File: src/rtl/ahb_dma_xfer_engine_pkg.sv
// Shared definitions for the AHB DMA transfer engine.
// Contents: the sequencer state enum, the AHB HSIZE/HBURST/HTRANS codes, and
// size_mask(), which gives the data mask for one element of a given HSIZE.
package ahb_dma_pkg;

    typedef enum logic [2:0] {
        ST_IDLE    = 3'd0,
        ST_RD_ADDR = 3'd1,
        ST_RD_DATA = 3'd2,
        ST_WR_ADDR = 3'd3,
        ST_WR_DATA = 3'd4,
        ST_ERROR   = 3'd5
    } dma_xfer_state_t;

    localparam logic [2:0] HSIZE_BYTE    = 3'd0;
    localparam logic [2:0] HSIZE_HALF    = 3'd1;
    localparam logic [2:0] HSIZE_WORD    = 3'd2;

    localparam logic [2:0] HBURST_SINGLE = 3'b000;

    localparam logic [1:0] HTRANS_IDLE   = 2'b00;
    localparam logic [1:0] HTRANS_NONSEQ = 2'b10;

    // Elements are right-aligned on the data bus, so the mask keeps only
    // the low byte, the low halfword or the full word.
    function automatic logic [31:0] size_mask(input logic [2:0] size);
        case (size)
            HSIZE_BYTE: return 32'h0000_00FF;
            HSIZE_HALF: return 32'h0000_FFFF;
            default:    return 32'hFFFF_FFFF;
        endcase
    endfunction

endpackage

File: src/rtl/ahb_dma_xfer_engine_if.sv
// Request/response bundle between the DMA transfer engine and the AHB DMA
// master interface.
//   transfer_size  HSIZE of the current beat
//   address        beat address
//   write_enable   1 = write beat
//   write_data     right-aligned write element
//   no_transfer    1 = IDLE on the bus
//   burst          HBURST, always SINGLE
//   burst_seq      sequential-burst flag, always 0
//   read_data      right-aligned read element
//   slave_wait     !HREADY: hold the current phase
//   error          registered HRESP error
// Modport master is the engine side; modport slave is the bus-interface side.
interface ahb_dma_xfer_engine_if #(
    parameter int ADDR_W = 32
);
    logic [2:0]        transfer_size;
    logic [ADDR_W-1:0] address;
    logic              write_enable;
    logic [31:0]       write_data;
    logic              no_transfer;
    logic [2:0]        burst;
    logic              burst_seq;
    logic [31:0]       read_data;
    logic              slave_wait;
    logic              error;

    modport master (
        output transfer_size, address, write_enable, write_data,
               no_transfer, burst, burst_seq,
        input  read_data, slave_wait, error
    );

    modport slave (
        input  transfer_size, address, write_enable, write_data,
               no_transfer, burst, burst_seq,
        output read_data, slave_wait, error
    );
endinterface

File: src/rtl/ahb_dma_xfer_engine_addr_gen.sv
// Address pointer for one side (source or destination) of a DMA transfer.
// Ports:
//   clk_i, rst_i  clock and synchronous active-high reset
//   load          take start_addr as the new pointer
//   start_addr    first element address
//   advance       one element has been fully transferred
//   inc           1 = step the pointer after each element, 0 = fixed
//   size          HSIZE of the element; the step is 1 << size bytes
//   addr          current pointer (wraps modulo 2^ADDR_W)
module ahb_dma_addr_gen #(
    parameter int ADDR_W = 32
) (
    input  logic              clk_i,
    input  logic              rst_i,
    input  logic              load,
    input  logic [ADDR_W-1:0] start_addr,
    input  logic              advance,
    input  logic              inc,
    input  logic [2:0]        size,
    output logic [ADDR_W-1:0] addr
);
    logic [ADDR_W-1:0] step;

    always_comb begin
        step = ADDR_W'(1) << size;
    end

    always_ff @(posedge clk_i) begin
        if (rst_i) begin
            addr <= '0;
        end else if (load) begin
            addr <= start_addr;
        end else if (advance && inc) begin
            addr <= addr + step;
        end
    end
endmodule

File: src/rtl/ahb_dma_xfer_engine.sv
// Single-channel DMA transfer sequencer. Each element is one AHB read beat
// followed by one AHB write beat; the read element is held in data_q until it
// has been written out.
// Ports:
//   clk_i, rst_i        clock and synchronous active-high reset
//   cfg_start_i         one-cycle start pulse (ignored while busy)
//   cfg_abort_i         abort request, honoured only at a read address phase
//   cfg_src_addr_i      source start address
//   cfg_dst_addr_i      destination start address
//   cfg_size_i          element HSIZE (0 byte, 1 half, 2 word)
//   cfg_count_i         number of elements
//   cfg_src_inc_i       increment source pointer per element
//   cfg_dst_inc_i       increment destination pointer per element
//   bus                 request/response bundle to the AHB DMA master interface
//   busy_o              transfer in progress
//   done_o              one-cycle pulse on normal completion
//   err_o               sticky bus-error flag
//   aborted_o           sticky abort flag
//   cfg_err_o           one-cycle pulse when a start is rejected (size > 2)
//   remaining_o         elements not yet written
module ahb_dma_xfer_engine
    import ahb_dma_pkg::*;
#(
    parameter int CNT_W  = 16,
    parameter int ADDR_W = 32
) (
    input  logic                  clk_i,
    input  logic                  rst_i,
    input  logic                  cfg_start_i,
    input  logic                  cfg_abort_i,
    input  logic [ADDR_W-1:0]     cfg_src_addr_i,
    input  logic [ADDR_W-1:0]     cfg_dst_addr_i,
    input  logic [2:0]            cfg_size_i,
    input  logic [CNT_W-1:0]      cfg_count_i,
    input  logic                  cfg_src_inc_i,
    input  logic                  cfg_dst_inc_i,
    ahb_dma_xfer_engine_if.master bus,
    output logic                  busy_o,
    output logic                  done_o,
    output logic                  err_o,
    output logic                  aborted_o,
    output logic                  cfg_err_o,
    output logic [CNT_W-1:0]      remaining_o
);
    dma_xfer_state_t   state, state_nxt;

    logic [2:0]        size_q;
    logic              src_inc_q, dst_inc_q;
    logic [CNT_W-1:0]  remaining_q;
    logic [31:0]       data_q;
    logic              done_q, cfg_err_q, err_q, aborted_q;
    logic [ADDR_W-1:0] src_ptr, dst_ptr;

    logic start_req, size_ok, start_ok, xfer_load;
    logic bus_err, rd_done, beat_done, last_beat;

    always_comb begin
        start_req = (state == ST_IDLE) && cfg_start_i;
        size_ok   = (cfg_size_i <= HSIZE_WORD);
        start_ok  = start_req && size_ok;
        xfer_load = start_ok && (cfg_count_i != '0);
        bus_err   = (state != ST_IDLE) && bus.error;
        // A beat completes only when the slave is ready and no error is
        // reported in the same cycle; the error takes precedence.
        rd_done   = (state == ST_RD_DATA) && !bus.slave_wait && !bus.error;
        beat_done = (state == ST_WR_DATA) && !bus.slave_wait && !bus.error;
        last_beat = (remaining_q == CNT_W'(1));
    end

    ahb_dma_addr_gen #(.ADDR_W(ADDR_W)) u_src_gen (
        .clk_i      (clk_i),
        .rst_i      (rst_i),
        .load       (xfer_load),
        .start_addr (cfg_src_addr_i),
        .advance    (beat_done),
        .inc        (src_inc_q),
        .size       (size_q),
        .addr       (src_ptr)
    );

    ahb_dma_addr_gen #(.ADDR_W(ADDR_W)) u_dst_gen (
        .clk_i      (clk_i),
        .rst_i      (rst_i),
        .load       (xfer_load),
        .start_addr (cfg_dst_addr_i),
        .advance    (beat_done),
        .inc        (dst_inc_q),
        .size       (size_q),
        .addr       (dst_ptr)
    );

    // State register
    always_ff @(posedge clk_i) begin
        if (rst_i) begin
            state <= ST_IDLE;
        end else begin
            state <= state_nxt;
        end
    end

    // Next-state logic
    always_comb begin
        state_nxt = state;
        case (state)
            ST_IDLE: begin
                if (xfer_load) state_nxt = ST_RD_ADDR;
            end
            ST_RD_ADDR: begin
                if (bus.error)             state_nxt = ST_ERROR;
                else if (cfg_abort_i)      state_nxt = ST_IDLE;
                else if (!bus.slave_wait)  state_nxt = ST_RD_DATA;
            end
            ST_RD_DATA: begin
                if (bus.error)             state_nxt = ST_ERROR;
                else if (!bus.slave_wait)  state_nxt = ST_WR_ADDR;
            end
            ST_WR_ADDR: begin
                if (bus.error)             state_nxt = ST_ERROR;
                else if (!bus.slave_wait)  state_nxt = ST_WR_DATA;
            end
            ST_WR_DATA: begin
                if (bus.error)             state_nxt = ST_ERROR;
                else if (!bus.slave_wait)  state_nxt = last_beat ? ST_IDLE : ST_RD_ADDR;
            end
            ST_ERROR: begin
                state_nxt = ST_IDLE;
            end
            default: begin
                state_nxt = ST_IDLE;
            end
        endcase
    end

    // Bus request outputs, decoded from the current state so that a wait
    // cycle (state held) keeps every request signal unchanged.
    always_comb begin
        bus.no_transfer  = 1'b1;
        bus.write_enable = 1'b0;
        bus.address      = '0;
        case (state)
            ST_RD_ADDR: begin
                bus.no_transfer = 1'b0;
                bus.address     = src_ptr;
            end
            ST_RD_DATA: begin
                bus.address     = src_ptr;
            end
            ST_WR_ADDR: begin
                bus.no_transfer  = 1'b0;
                bus.write_enable = 1'b1;
                bus.address      = dst_ptr;
            end
            ST_WR_DATA: begin
                bus.address     = dst_ptr;
            end
            default: begin
            end
        endcase
    end

    assign bus.burst         = HBURST_SINGLE;
    assign bus.burst_seq     = 1'b0;
    assign bus.write_data    = data_q;
    assign bus.transfer_size = busy_o ? size_q : 3'd0;

    // Configuration latch, element counter, data buffer and status flags
    always_ff @(posedge clk_i) begin
        if (rst_i) begin
            size_q      <= '0;
            src_inc_q   <= 1'b0;
            dst_inc_q   <= 1'b0;
            remaining_q <= '0;
            data_q      <= '0;
            done_q      <= 1'b0;
            cfg_err_q   <= 1'b0;
            err_q       <= 1'b0;
            aborted_q   <= 1'b0;
        end else begin
            done_q    <= (start_ok && (cfg_count_i == '0)) || (beat_done && last_beat);
            cfg_err_q <= start_req && !size_ok;

            if (xfer_load) begin
                size_q      <= cfg_size_i;
                src_inc_q   <= cfg_src_inc_i;
                dst_inc_q   <= cfg_dst_inc_i;
                remaining_q <= cfg_count_i;
            end

            if (start_ok) begin
                err_q     <= 1'b0;
                aborted_q <= 1'b0;
            end
            // bus_err is never true in IDLE, so it cannot collide with a start.
            if (bus_err) begin
                err_q <= 1'b1;
            end
            if ((state == ST_RD_ADDR) && cfg_abort_i && !bus.error) begin
                aborted_q <= 1'b1;
            end

            if (rd_done) begin
                data_q <= bus.read_data & size_mask(size_q);
            end
            if (beat_done) begin
                remaining_q <= remaining_q - CNT_W'(1);
            end
        end
    end

    assign busy_o      = (state != ST_IDLE);
    assign done_o      = done_q;
    assign err_o       = err_q;
    assign aborted_o   = aborted_q;
    assign cfg_err_o   = cfg_err_q;
    assign remaining_o = remaining_q;

endmodule

File: src/flat_wrapper.sv
// flat-port wrapper written by rule: the top's interface ports become plain ports
module ahb_dma_xfer_engine_flat import ahb_dma_pkg::*;
#(
    parameter int CNT_W  = 16,
    parameter int ADDR_W = 32
)
  (clk_i, rst_i, cfg_start_i, cfg_abort_i, cfg_src_addr_i, cfg_dst_addr_i, cfg_size_i, cfg_count_i, cfg_src_inc_i, cfg_dst_inc_i, busy_o, done_o, err_o, aborted_o, cfg_err_o, remaining_o, bus_transfer_size, bus_address, bus_write_enable, bus_write_data, bus_no_transfer, bus_burst, bus_burst_seq, bus_read_data, bus_slave_wait, bus_error);
  ahb_dma_xfer_engine_if #(.ADDR_W(ADDR_W)) bus_i ();
  input  logic clk_i;
  input  logic rst_i;
  input  logic cfg_start_i;
  input  logic cfg_abort_i;
  input  logic [ADDR_W-1:0] cfg_src_addr_i;
  input  logic [ADDR_W-1:0] cfg_dst_addr_i;
  input  logic [2:0] cfg_size_i;
  input  logic [CNT_W-1:0] cfg_count_i;
  input  logic cfg_src_inc_i;
  input  logic cfg_dst_inc_i;
  output logic busy_o;
  output logic done_o;
  output logic err_o;
  output logic aborted_o;
  output logic cfg_err_o;
  output logic [CNT_W-1:0] remaining_o;
  output wire logic [$bits(bus_i.transfer_size)-1:0] bus_transfer_size;
  output wire logic [$bits(bus_i.address)-1:0] bus_address;
  output wire logic [$bits(bus_i.write_enable)-1:0] bus_write_enable;
  output wire logic [$bits(bus_i.write_data)-1:0] bus_write_data;
  output wire logic [$bits(bus_i.no_transfer)-1:0] bus_no_transfer;
  output wire logic [$bits(bus_i.burst)-1:0] bus_burst;
  output wire logic [$bits(bus_i.burst_seq)-1:0] bus_burst_seq;
  input wire logic [$bits(bus_i.read_data)-1:0] bus_read_data;
  input wire logic [$bits(bus_i.slave_wait)-1:0] bus_slave_wait;
  input wire logic [$bits(bus_i.error)-1:0] bus_error;
  assign bus_transfer_size = bus_i.transfer_size;
  assign bus_address = bus_i.address;
  assign bus_write_enable = bus_i.write_enable;
  assign bus_write_data = bus_i.write_data;
  assign bus_no_transfer = bus_i.no_transfer;
  assign bus_burst = bus_i.burst;
  assign bus_burst_seq = bus_i.burst_seq;
  assign bus_i.read_data = bus_read_data;
  assign bus_i.slave_wait = bus_slave_wait;
  assign bus_i.error = bus_error;
  ahb_dma_xfer_engine #(.CNT_W(CNT_W), .ADDR_W(ADDR_W)) u_core (.clk_i(clk_i), .rst_i(rst_i), .cfg_start_i(cfg_start_i), .cfg_abort_i(cfg_abort_i), .cfg_src_addr_i(cfg_src_addr_i), .cfg_dst_addr_i(cfg_dst_addr_i), .cfg_size_i(cfg_size_i), .cfg_count_i(cfg_count_i), .cfg_src_inc_i(cfg_src_inc_i), .cfg_dst_inc_i(cfg_dst_inc_i), .bus(bus_i), .busy_o(busy_o), .done_o(done_o), .err_o(err_o), .aborted_o(aborted_o), .cfg_err_o(cfg_err_o), .remaining_o(remaining_o));
endmodule
File: config.mk
export PLATFORM = sky130hd
export DESIGN_NAME = ahb_dma_xfer_engine_flat
export DESIGN_NICKNAME = d
export VERILOG_FILES = /design/src/rtl/ahb_dma_xfer_engine_pkg.sv /design/src/rtl/ahb_dma_xfer_engine_if.sv /design/src/rtl/ahb_dma_xfer_engine_addr_gen.sv /design/src/rtl/ahb_dma_xfer_engine.sv /design/src/flat_wrapper.sv
export SDC_FILE = /design/constraint.sdc
export NUM_CORES = 1
export LEC_CHECK = 0
export CAP_MARGIN = 25
export CELL_PAD_IN_SITES_DETAIL_PLACEMENT = 1
export CELL_PAD_IN_SITES_GLOBAL_PLACEMENT = 1
export CORE_MARGIN = 1
export CORE_UTILIZATION = 35
export DETAILED_ROUTE_END_ITERATION = 16
export PLACE_DENSITY_LB_ADDON = 0.1
export SETUP_SLACK_MARGIN = 0.2
export SYNTH_ARGS = -nofsm -noshare
export SYNTH_HDL_FRONTEND = slang
export SYNTH_SLANG_ARGS = --single-unit
File: constraint.sdc
create_clock -name clk_i -period 4.2 [get_ports clk_i]
set_input_delay 1.05 -clock clk_i [delete_from_list [all_inputs] [get_ports clk_i]]
set_output_delay 1.05 -clock clk_i [all_outputs]
set_load 0.02 [all_outputs]
Word-level counts from Yosys, hierarchy flattened --
Index checks and enable logic that the tools add are counted.
Storage, ports and cells: output and inout port bits 94, bits in registers 124, logic and storage cells 90
Operators by class: eq/ne operators 11, shifts and indexed selects 1, reduce and logical (&&, ||, !) cells 33, bitwise operators 1, mux-type cells 28, $lt $le $gt $ge 1, $add $sub $neg 3
Operators by type and width (number):
- $mux 32 | 6
- $pmux 32 s2 | 2
- $add 32x32->32 | 2
- $mux 3 | 11
- $and 32x32->32 | 1
- $mux 16 | 2
- $shl 1x3->32 const A | 1
- $eq 16x1->1 const B | 1
- $logic_not 16->1 | 1
- $reduce_bool 16->1 | 1
- $sub 16x1->16 const B | 1
- $logic_and 1x1->1 | 15
- $pmux 3 s5 | 1
- $reduce_bool 2->1 | 5
- $ne 3x3->1 const B | 3
- $eq 3x1->1 const B | 2
- $eq 3x2->1 const B | 2
- $logic_not 3->1 | 2
- $mux 1 | 6
- $reduce_or 2->1 | 3
- $reduce_and 5->1 | 1
- $ne 4x4->1 const B | 1
- $eq 3x3->1 const B | 1
- $le 3x2->1 const B | 1
- other kinds (4) | 6

Longest topological paths before layout --
Gate-level depths: netlist of run 1.
depth in word-level cells 6, gate-level depth with buffers 16

Hierarchy --
From an unflattened synthesis of run 1, not the netlist that was laid out.
Second synthesis, totals: cell total of the unflattened synthesis 937, area, all modules 7503.4 um2
By module, submodules not included:
- ahb_dma_addr_gen | times used 2, area each 2254.7 um2, cells an instance 284
- ahb_dma_xfer_engine | times used 1, area each 2994.1 um2, cells an instance 369

Least setup slack after synthesis of run 1 --
No wires, ideal clock.
kind reg-to-reg, start register u_core.size_q[0], end register u_core.u_dst_gen.addr[20], data required time 4121 ps, slack 919 ps, library setup time 79 ps, clock period less this slack 3281 ps, cell stages (with the launch flop) 17, arrival 3202 ps, cell sequence dfxtp_1 buf_6 buf_6 buf_2 or3_1 clkbuf_1 inv_1 ha_1 ha_1 nor2_1 o22ai_1 a2bb2oi_1 o41ai_4 buf_4 nand4_1 xor2_1 a211oi_2
On the way: cells in the longest elaborated chain, start to end 4
RTL lines:
- start: declaration | line ahb_dma_xfer_engine.sv:47 | logic [2:0] size_q;
- start signal: assignment | line ahb_dma_xfer_engine.sv:183 | size_q <= cfg_size_i;
- $shl 1x3->32 | line ahb_dma_xfer_engine_addr_gen.sv:25 | step = ADDR_W'(1) << size;
- $add 32x32->32 | line ahb_dma_xfer_engine_addr_gen.sv:34 | addr <= addr + step;
- $mux 32 | line ahb_dma_xfer_engine_addr_gen.sv:33 | end else if (advance && inc) begin
- $mux 32 | line ahb_dma_xfer_engine_addr_gen.sv:31 | end else if (load) begin
- end signal: assignment | line ahb_dma_xfer_engine_addr_gen.sv:32 | addr <= start_addr;
- end signal: assignment | line ahb_dma_xfer_engine_addr_gen.sv:34
- end: declaration | line ahb_dma_xfer_engine_addr_gen.sv:20 | output logic [ADDR_W-1:0] addr
No other way between the ends. The select of a mux whose other input is x is not followed. A chain may end at the register's enable or synchronous reset.

Final worst setup path of run 1 --
start register u_core.state[0], end output bus_address[2]
On the way: cells in the longest elaborated chain, start to end 3, elaborated cells between the ends (all ways) 7, classes of those cells eq/ne: 4; mux: 1; reduce/logical: 2
RTL lines:
- start: declaration | line ahb_dma_xfer_engine.sv:45 | dma_xfer_state_t state, state_nxt;
- start signal: assignment | line ahb_dma_xfer_engine.sv:97 | state <= state_nxt;
- $eq 3x2->1, or another cell as far along | line ahb_dma_xfer_engine.sv:140 | case (state)
- $reduce_or 2->1 (no source line)
- $pmux 32 s2 * | line ahb_dma_xfer_engine.sv:140
- end: declaration | line flat_wrapper.sv:26 | output wire logic [$bits(bus_i.address)-1:0] bus_address;
Every way passes the cells marked *; elsewhere a longest branch is shown, timed or not.

==> impl_metrics.ini, run 1 <==
[run_status]
run_status = completed

[global_routing]
antenna_found_initial = 4
first_global_vias = 7895
overflow = 0
grt_first_pass_wirelength_um = 43700
grt_max_degree = 76
grtUsageTotal = 0.248

[sta]
final.setup.tns_ns = 0
fin_crit_sh = 0.889
slew_violations = 0
slew_headroom = 0.359
tightest_slew_ns = 0.962
hold_viol = 0
period_needed_ns = 3.74
finClkSkew_ns = 0.0142
grt_setup_unrepaired = no
clock.fmax_mhz = 268
timing.hold.ws_ns = 0.453
setup_viol = 0

[hold_path]
hold_path.class = flop to flop

[floorplanning]
io_pins = 217
die_w_um = 151
initial_utilization = 0.356
coreArea_sq_um = 21800
die_y_um = 151
fp-row-count = 54
fp.dieArea_sq_um = 22700

[critical_path]
cpLargestDelayFamily = buffers and inverters
endpoint = bus_address[2]
r2r_start = u_core.size_q[0]
slowest_delay_ns = 0.62
cp_slowest_cell = clkdlybuf4s50_1
crit_cells = 6
crit_required_ns = 3.15
crit_path_max_fanout = 32
crit_path_start = u_core.state[0]
cp.arrival_ns = 2.69
cp_cell_sequence = nand2b_1, nor2_1, a21o_1, buf_4, a22o_1, clkdlybuf4s50_1
critical_path_class = flop to primary output
r2r_setup_slack_ns = 0.76
crit_path_end_kind = primary output
reg2reg_depth = 12
cp-start-kind = flop
timing.rr.end = u_core.u_dst_gen.addr[16]
path_buf_inv = 2

[route]
drt_wl_total_um = 28100
firstDrtPassIters = 5
routed_via_density = 5.60
vias = 8085
drt-initial-drc-count = 334
drc = 0
ant_nets = 0
wl_per_cell_um = 19.5

[clock_tree]
cts_sinks = 124
cts-root-buf = clkbuf_16
cts_resized = 0
clock_latency_ns = 0.42
htreeDepth = 4
clkTransAtPathRegs_ns = 0.06
post_cts_buffers = 0
cts_tree = yes
postCtsHoldBufs = 0
clockBufferDepth = 2
numCtsBuffers = 17

[job]
maxCapViolations = 0

[layout]
design_area_sq_um = 10600
final.fill_count = 2616
area_delta_synth_final_pct = 36.3
post-route-util = 0.485
drive_above_1_share = 0.0955
finalNonFillerCells = 1444
nNetsFinal = 1282

[place]
placed_cells = 1410
place_congestion = 0.874
dp_hpwl_um = 20500
numPortBuffers = 212
placed_cell_area_sq_um = 10000

[logic_synthesis]
synthFlopType = dfxtp_1
ys_ff_latch = 124
synth_area_per_cell_sq_um = 7.94
async_reset_ff_frac = 0
ys_types = 92
yosys_warnings = 0
synth_edf_count = 0
yosysSeqAreaShare = 0.320
synth_area_sq_um = 7750
synth_cells = 976

[power]
cellLeakagePower_nw = 3.55
ir_drop_v = 0.000248
power.density_nw_per_um2 = 361
flip-flops by register name, summed over array words and instances (netlist names):
name and count:
u_core.u_src_gen.addr 32, u_core.src_inc_q 1, u_core.err_o 1, u_core.size_q 3, u_core.state 3, u_core.bus.write_data 32
u_core.cfg_err_o 1, u_core.done_o 1, u_core.aborted_o 1, u_core.u_dst_gen.addr 32, u_core.dst_inc_q 1, u_core.remaining_o 16
final cells by class:
| cell class | instances | area [sq um] | share of cell area |
|---|---|---|---|
| multi-input combinational | 757 | 4830 | 0.457 |
| sequential | 124 | 2480 | 0.235 |
| antenna | 2 | 5.00 | 0.000474 |
| inverter | 15 | 56.3 | 0.00533 |
| clock inverter | 15 | 129 | 0.0122 |
| timing repair buffer | 234 | 2280 | 0.216 |
| tap | 280 | 350 | 0.0332 |
| clock buffer | 17 | 425 | 0.0403 |
cell usage in the layout, fill, tap and decap left out, types with 4 or more instances in the layout:
| master | Yosys | final |
|---|---|---|
| clkdlybuf4s50_1 | 0 | 211 |
| o31ai_1 | 4 | 4 |
| a211oi_1 | 19 | 19 |
| nand3_1 | 51 | 51 |
| o22ai_1 | 4 | 4 |
| a21oi_1 | 65 | 65 |
| a22o_1 | 33 | 33 |
| nand2b_1 | 8 | 7 |
| inv_6 | 0 | 7 |
| nor3_1 | 19 | 19 |
| a22oi_1 | 5 | 5 |
| a21o_1 | 5 | 5 |
| nand2_1 | 141 | 141 |
| and3_1 | 20 | 20 |
| conb_1 | 1 | 4 |
| ha_1 | 10 | 10 |
| nor4_1 | 10 | 10 |
| inv_1 | 15 | 15 |
| xor2_1 | 17 | 17 |
| o21ai_0 | 35 | 35 |
| a32oi_1 | 5 | 5 |
| a31oi_1 | 14 | 14 |
| o211ai_1 | 5 | 5 |
| and2_1 | 6 | 6 |
| xnor2_1 | 40 | 40 |
| nand4_1 | 11 | 11 |
| a311oi_1 | 8 | 8 |
| o21ai_1 | 15 | 15 |
| clkbuf_16 | 0 | 17 |
| nor3b_2 | 4 | 4 |
| mux2i_1 | 6 | 6 |
| dfxtp_1 | 124 | 124 |
| nor2_1 | 77 | 75 |
| buf_4 | 9 | 23 |
| or3_1 | 13 | 13 |
| nand3b_1 | 6 | 6 |
| nor3_2 | 5 | 5 |
| or2_2 | 5 | 5 |
routing by layer:
| metal | global-route usage | up-vias | routed length (um) |
|---|---|---|---|
| met3 | 0.0572 | 32 | 1710 |
| met4 | 0.0800 | 4 | 473 |
| li1 | - | 3910 | - |
| met1 | 0.331 | 3920 | 12900 |
| met5 | 0 | - | 29 |
| met2 | 0.395 | 219 | 13000 |
how the worst min path moves through the flow:
stage | start | cells after the start | slack, ns | endpoint
after floorplan | u_core.u_dst_gen.addr[0] | 2 | 0.48 | u_core.u_dst_gen.addr[0]
after global placement | u_core.bus.write_data[9] | 2 | 0.44 | u_core.bus.write_data[9]
after detailed placement | u_core.bus.write_data[19] | 2 | 0.45 | u_core.bus.write_data[19]
after CTS | u_core.bus.write_data[6] | 2 | 0.45 | u_core.bus.write_data[6]
after global routing | u_core.bus.write_data[9] | 2 | 0.47 | u_core.bus.write_data[9]
final | u_core.bus.write_data[31] | 2 | 0.45 | u_core.bus.write_data[31]
per-stage QoR:
step	setup WS, ns	power [mW]
2_1_floorplan	0.919	1.98
3_3_place_gp	0.520	2.41
3_5_place_dp	0.423	2.42
4_1_cts	0.431	3.85
5_1_grt	0.288	4.00
6_report	0.465	3.82
worst reg2reg max path: stages, from the launching register on:
cell	delay [ns]
dfxtp_1	0.31
or3_1	0.59
inv_1	0.24
ha_1	0.34
ha_1	0.36
nor2_1	0.12
o22ai_1	0.17
a2bb2oi_1	0.16
o41ai_4	0.30
buf_4	0.25
nand4_1	0.13
xor2_1	0.18
a211oi_1	0.22
synthesized netlist by cell type, types with 5 or more instances:
cell type | number | area [sq um]
nand3b_1 | 6 | 45.0
a22o_1 | 33 | 289
o211ai_1 | 5 | 37.5
nor2_1 | 77 | 289
a32oi_1 | 5 | 43.8
clkbuf_1 | 54 | 203
nand4_1 | 11 | 68.8
nand3_1 | 51 | 255
or2_2 | 5 | 31.3
mux2i_1 | 6 | 60.1
nor3_2 | 5 | 50.1
or3_1 | 13 | 81.3
nor3_1 | 19 | 95.1
o21ai_0 | 35 | 175
buf_6 | 6 | 67.6
a311oi_1 | 8 | 70.1
a31oi_1 | 14 | 87.6
and3_1 | 20 | 125
nand2_1 | 141 | 529
nor4_1 | 10 | 62.6
and2_1 | 6 | 37.5
buf_4 | 9 | 67.6
xor2_1 | 17 | 149
nand2b_1 | 8 | 50.1
a22oi_1 | 5 | 37.5
xnor2_1 | 40 | 350
dfxtp_1 | 124 | 2480
ha_1 | 10 | 125
o21ai_1 | 15 | 75.1
a21o_1 | 5 | 37.5
a211oi_1 | 19 | 143
a21oi_1 | 65 | 325
buf_2 | 10 | 50.1
inv_1 | 15 | 56.3
report_power, final:
part,leakage [nW],internal (mW),switching (mW)
Clock,0.266,0.776,0.638
Sequential,1.01,1.28,0.182
Combinational,2.27,0.425,0.518
kinds of logic (layout without fill, tap and decap cells):
logic type / Yosys count / in the layout / synth area share
multiplexers: 8 / 8 / 0.0110
XOR/XNOR: 57 / 57 / 0.0644
adder cells (fa/ha/maj): 10 / 10 / 0.0161
flip-flops: 124 / 124 / 0.320
other: 1 / 6 / 0.000484
AO/OA/AOI/OAI: 268 / 268 / 0.256
AND/OR/NAND/NOR: 410 / 410 / 0.272
buffers and inverters: 98 / 281 / 0.0593
No activity file was read; power rests on OpenSTA's default activity.
==> run 2: changes to the inputs <==
RECOVER_POWER = 100   (was not set)
==> run 2 against run 1 <==
  * The flow now finishes with violations (max-capacitance violations, max-slew violations)
  * Clock skew about the same
  * Wire length down 0.15%
  * Sequential power about the same
  * Register-to-register slack worse by 0.30 ns
  * Worst hold slack worse by 0.0031 ns
  * Maximum frequency down 0.13%
  * Clock power about the same
  * Core utilization down 0.49 points
  * Largest cell class unchanged
==> impl_metrics.ini, run 2 (synthesized netlist as in run 1, its figures left out) <==
[sta]
grt_setup_unrepaired = no
final.setup.tns_ns = 0
finClkSkew_ns = 0.0140
fin_crit_sh = 0.890
slew_headroom = -0.171
tightest_slew_ns = 1.76
clock.fmax_mhz = 267
slew_violations = 89
hold_viol = 0
setup_viol = 0
fin_ws_ns = 0.460
period_needed_ns = 3.74
timing.hold.ws_ns = 0.450

[clock_tree]
clkTransAtPathRegs_ns = 0.06
cts_sinks = 124
cts_resized = 0
postCtsHoldBufs = 0
clockBufferDepth = 2
numCtsBuffers = 17
clock_latency_ns = 0.42
cts-root-buf = clkbuf_16
htreeDepth = 4
cts_tree = yes
post_cts_buffers = 0

[global_routing]
grt_max_degree = 76
first_global_vias = 7895
overflow = 0
grt_first_pass_wirelength_um = 43700
antenna_found_initial = 4
grtUsageTotal = 0.248

[hold_path]
min_from = u_core.bus.write_data[10]
hold_path.class = flop to flop
hold_path_depth = 2
hold_end = u_core.bus.write_data[10]

[critical_path]
cp_slowest_cell = a311oi_1
critical_path_class = flop to flop
cp.arrival_ns = 4.05
path_buf_inv = 2
r2r_start = u_core.size_q[2]
slowest_delay_ns = 1.16
crit_path_end_kind = flop
cp-start-kind = flop
reg2reg_depth = 10
crit_required_ns = 4.51
crit_path_max_fanout = 20
r2r_setup_slack_ns = 0.46
cp_cell_sequence = buf_4, inv_1, nor2_1, ha_1, a31o_2, a21o_1, a311oi_1, nor3_1, xnor2_1, a211oi_1
timing.rr.end = u_core.u_dst_gen.addr[13]
cpLargestDelayFamily = compound AO/OA/AOI/OAI gates

[layout]
area_delta_synth_final_pct = 34.9
layout_commonest_cell = nand2_1
final.fill_count = 2629
design_area_sq_um = 10500
post-route-util = 0.481
drive_above_1_share = 0.0783
finalNonFillerCells = 1444
nNetsFinal = 1282
mostFrequentLayoutCells = nand2_1 (142), dfxtp_1 (124), clkdlybuf4s50_1 (121), dlygate4sd3_1 (90), nor2_1 (76)

[floorplanning]
die_w_um = 151
die_y_um = 151
coreArea_sq_um = 21800
fp.dieArea_sq_um = 22700
initial_utilization = 0.356
fp-row-count = 54
io_pins = 217

[place]
place_congestion = 0.874
dp_slack_ns = 0.423
placed_cells = 1410
dp_hpwl_um = 20500
numPortBuffers = 212
placed_cell_area_sq_um = 10000

[run_status]
run_status = finished with violations
failed_checks = max-capacitance violations, max-slew violations

[route]
routed_via_density = 5.59
ant_nets = 0
drt-initial-drc-count = 341
wl_per_cell_um = 19.4
drc = 0
drt_wl_total_um = 28100
vias = 8067
firstDrtPassIters = 5

[power]
ir_drop_v = 0.000255
cellLeakagePower_nw = 3.81
power.density_nw_per_um2 = 361
finalPower_mw = 3.78

[job]
maxCapViolations = 2
## run 2: changes by cell type in the layout (fill, tap and decap cells not counted), sizes merged
cell	change
clkdlybuf4s50	-90
dlygate4sd3	+90
clkbuf	+6
buf	-6
## run 2: cell type report
type                       count  area, sq um  area share
tap                          280          350      0.0335
inverter                      15         56.3     0.00539
timing repair buffer         234         2260       0.217
clock buffer                  17          425      0.0407
antenna                        2         5.00    0.000479
sequential                   124         2480       0.237
clock inverter                15          129      0.0123
multi-input combinational    757         4740       0.454
## run 2: worst max path at each step
stage | start | to | slack [ns] | cells past startpoint
after floorplan | u_core.size_q[0] | u_core.u_dst_gen.addr[20] | 0.92 | 16
after global placement | bus_error | u_core.u_dst_gen.addr[16] | 0.52 | 9
after detailed placement | bus_error | u_core.u_dst_gen.addr[18] | 0.42 | 9
after CTS | u_core.state[0] | bus_address[2] | 0.43 | 6
after global routing | u_core.size_q[2] | u_core.u_dst_gen.addr[21] | 0.22 | 11
final | u_core.size_q[2] | u_core.u_dst_gen.addr[13] | 0.46 | 10
## run 2: routing by layer
metal  vias up  share of wire  wire [um]  track usage
met5         -         0.0010         29            0
met4         4          0.017        484       0.0800
met3        34          0.066       1860       0.0572
met2       235           0.46      13000        0.395
met1      3889           0.45      12700        0.331
li1       3905              -          -            -
## run 2: power breakdown
group | switching [mW] | internal (mW)
combinational | 0.511 | 0.396
sequential | 0.177 | 1.28
clock | 0.640 | 0.776
## run 2: worst register-to-register path, stage by stage (launching register included)
cell      delay, ns
dfxtp_1        0.33
buf_4          0.27
inv_1          0.19
nor2_1         0.28
ha_1           0.36
a31o_2         0.28
a21o_1         0.17
a311oi_1       1.16
nor3_1         0.19
xnor2_1        0.20
a211oi_1       0.22
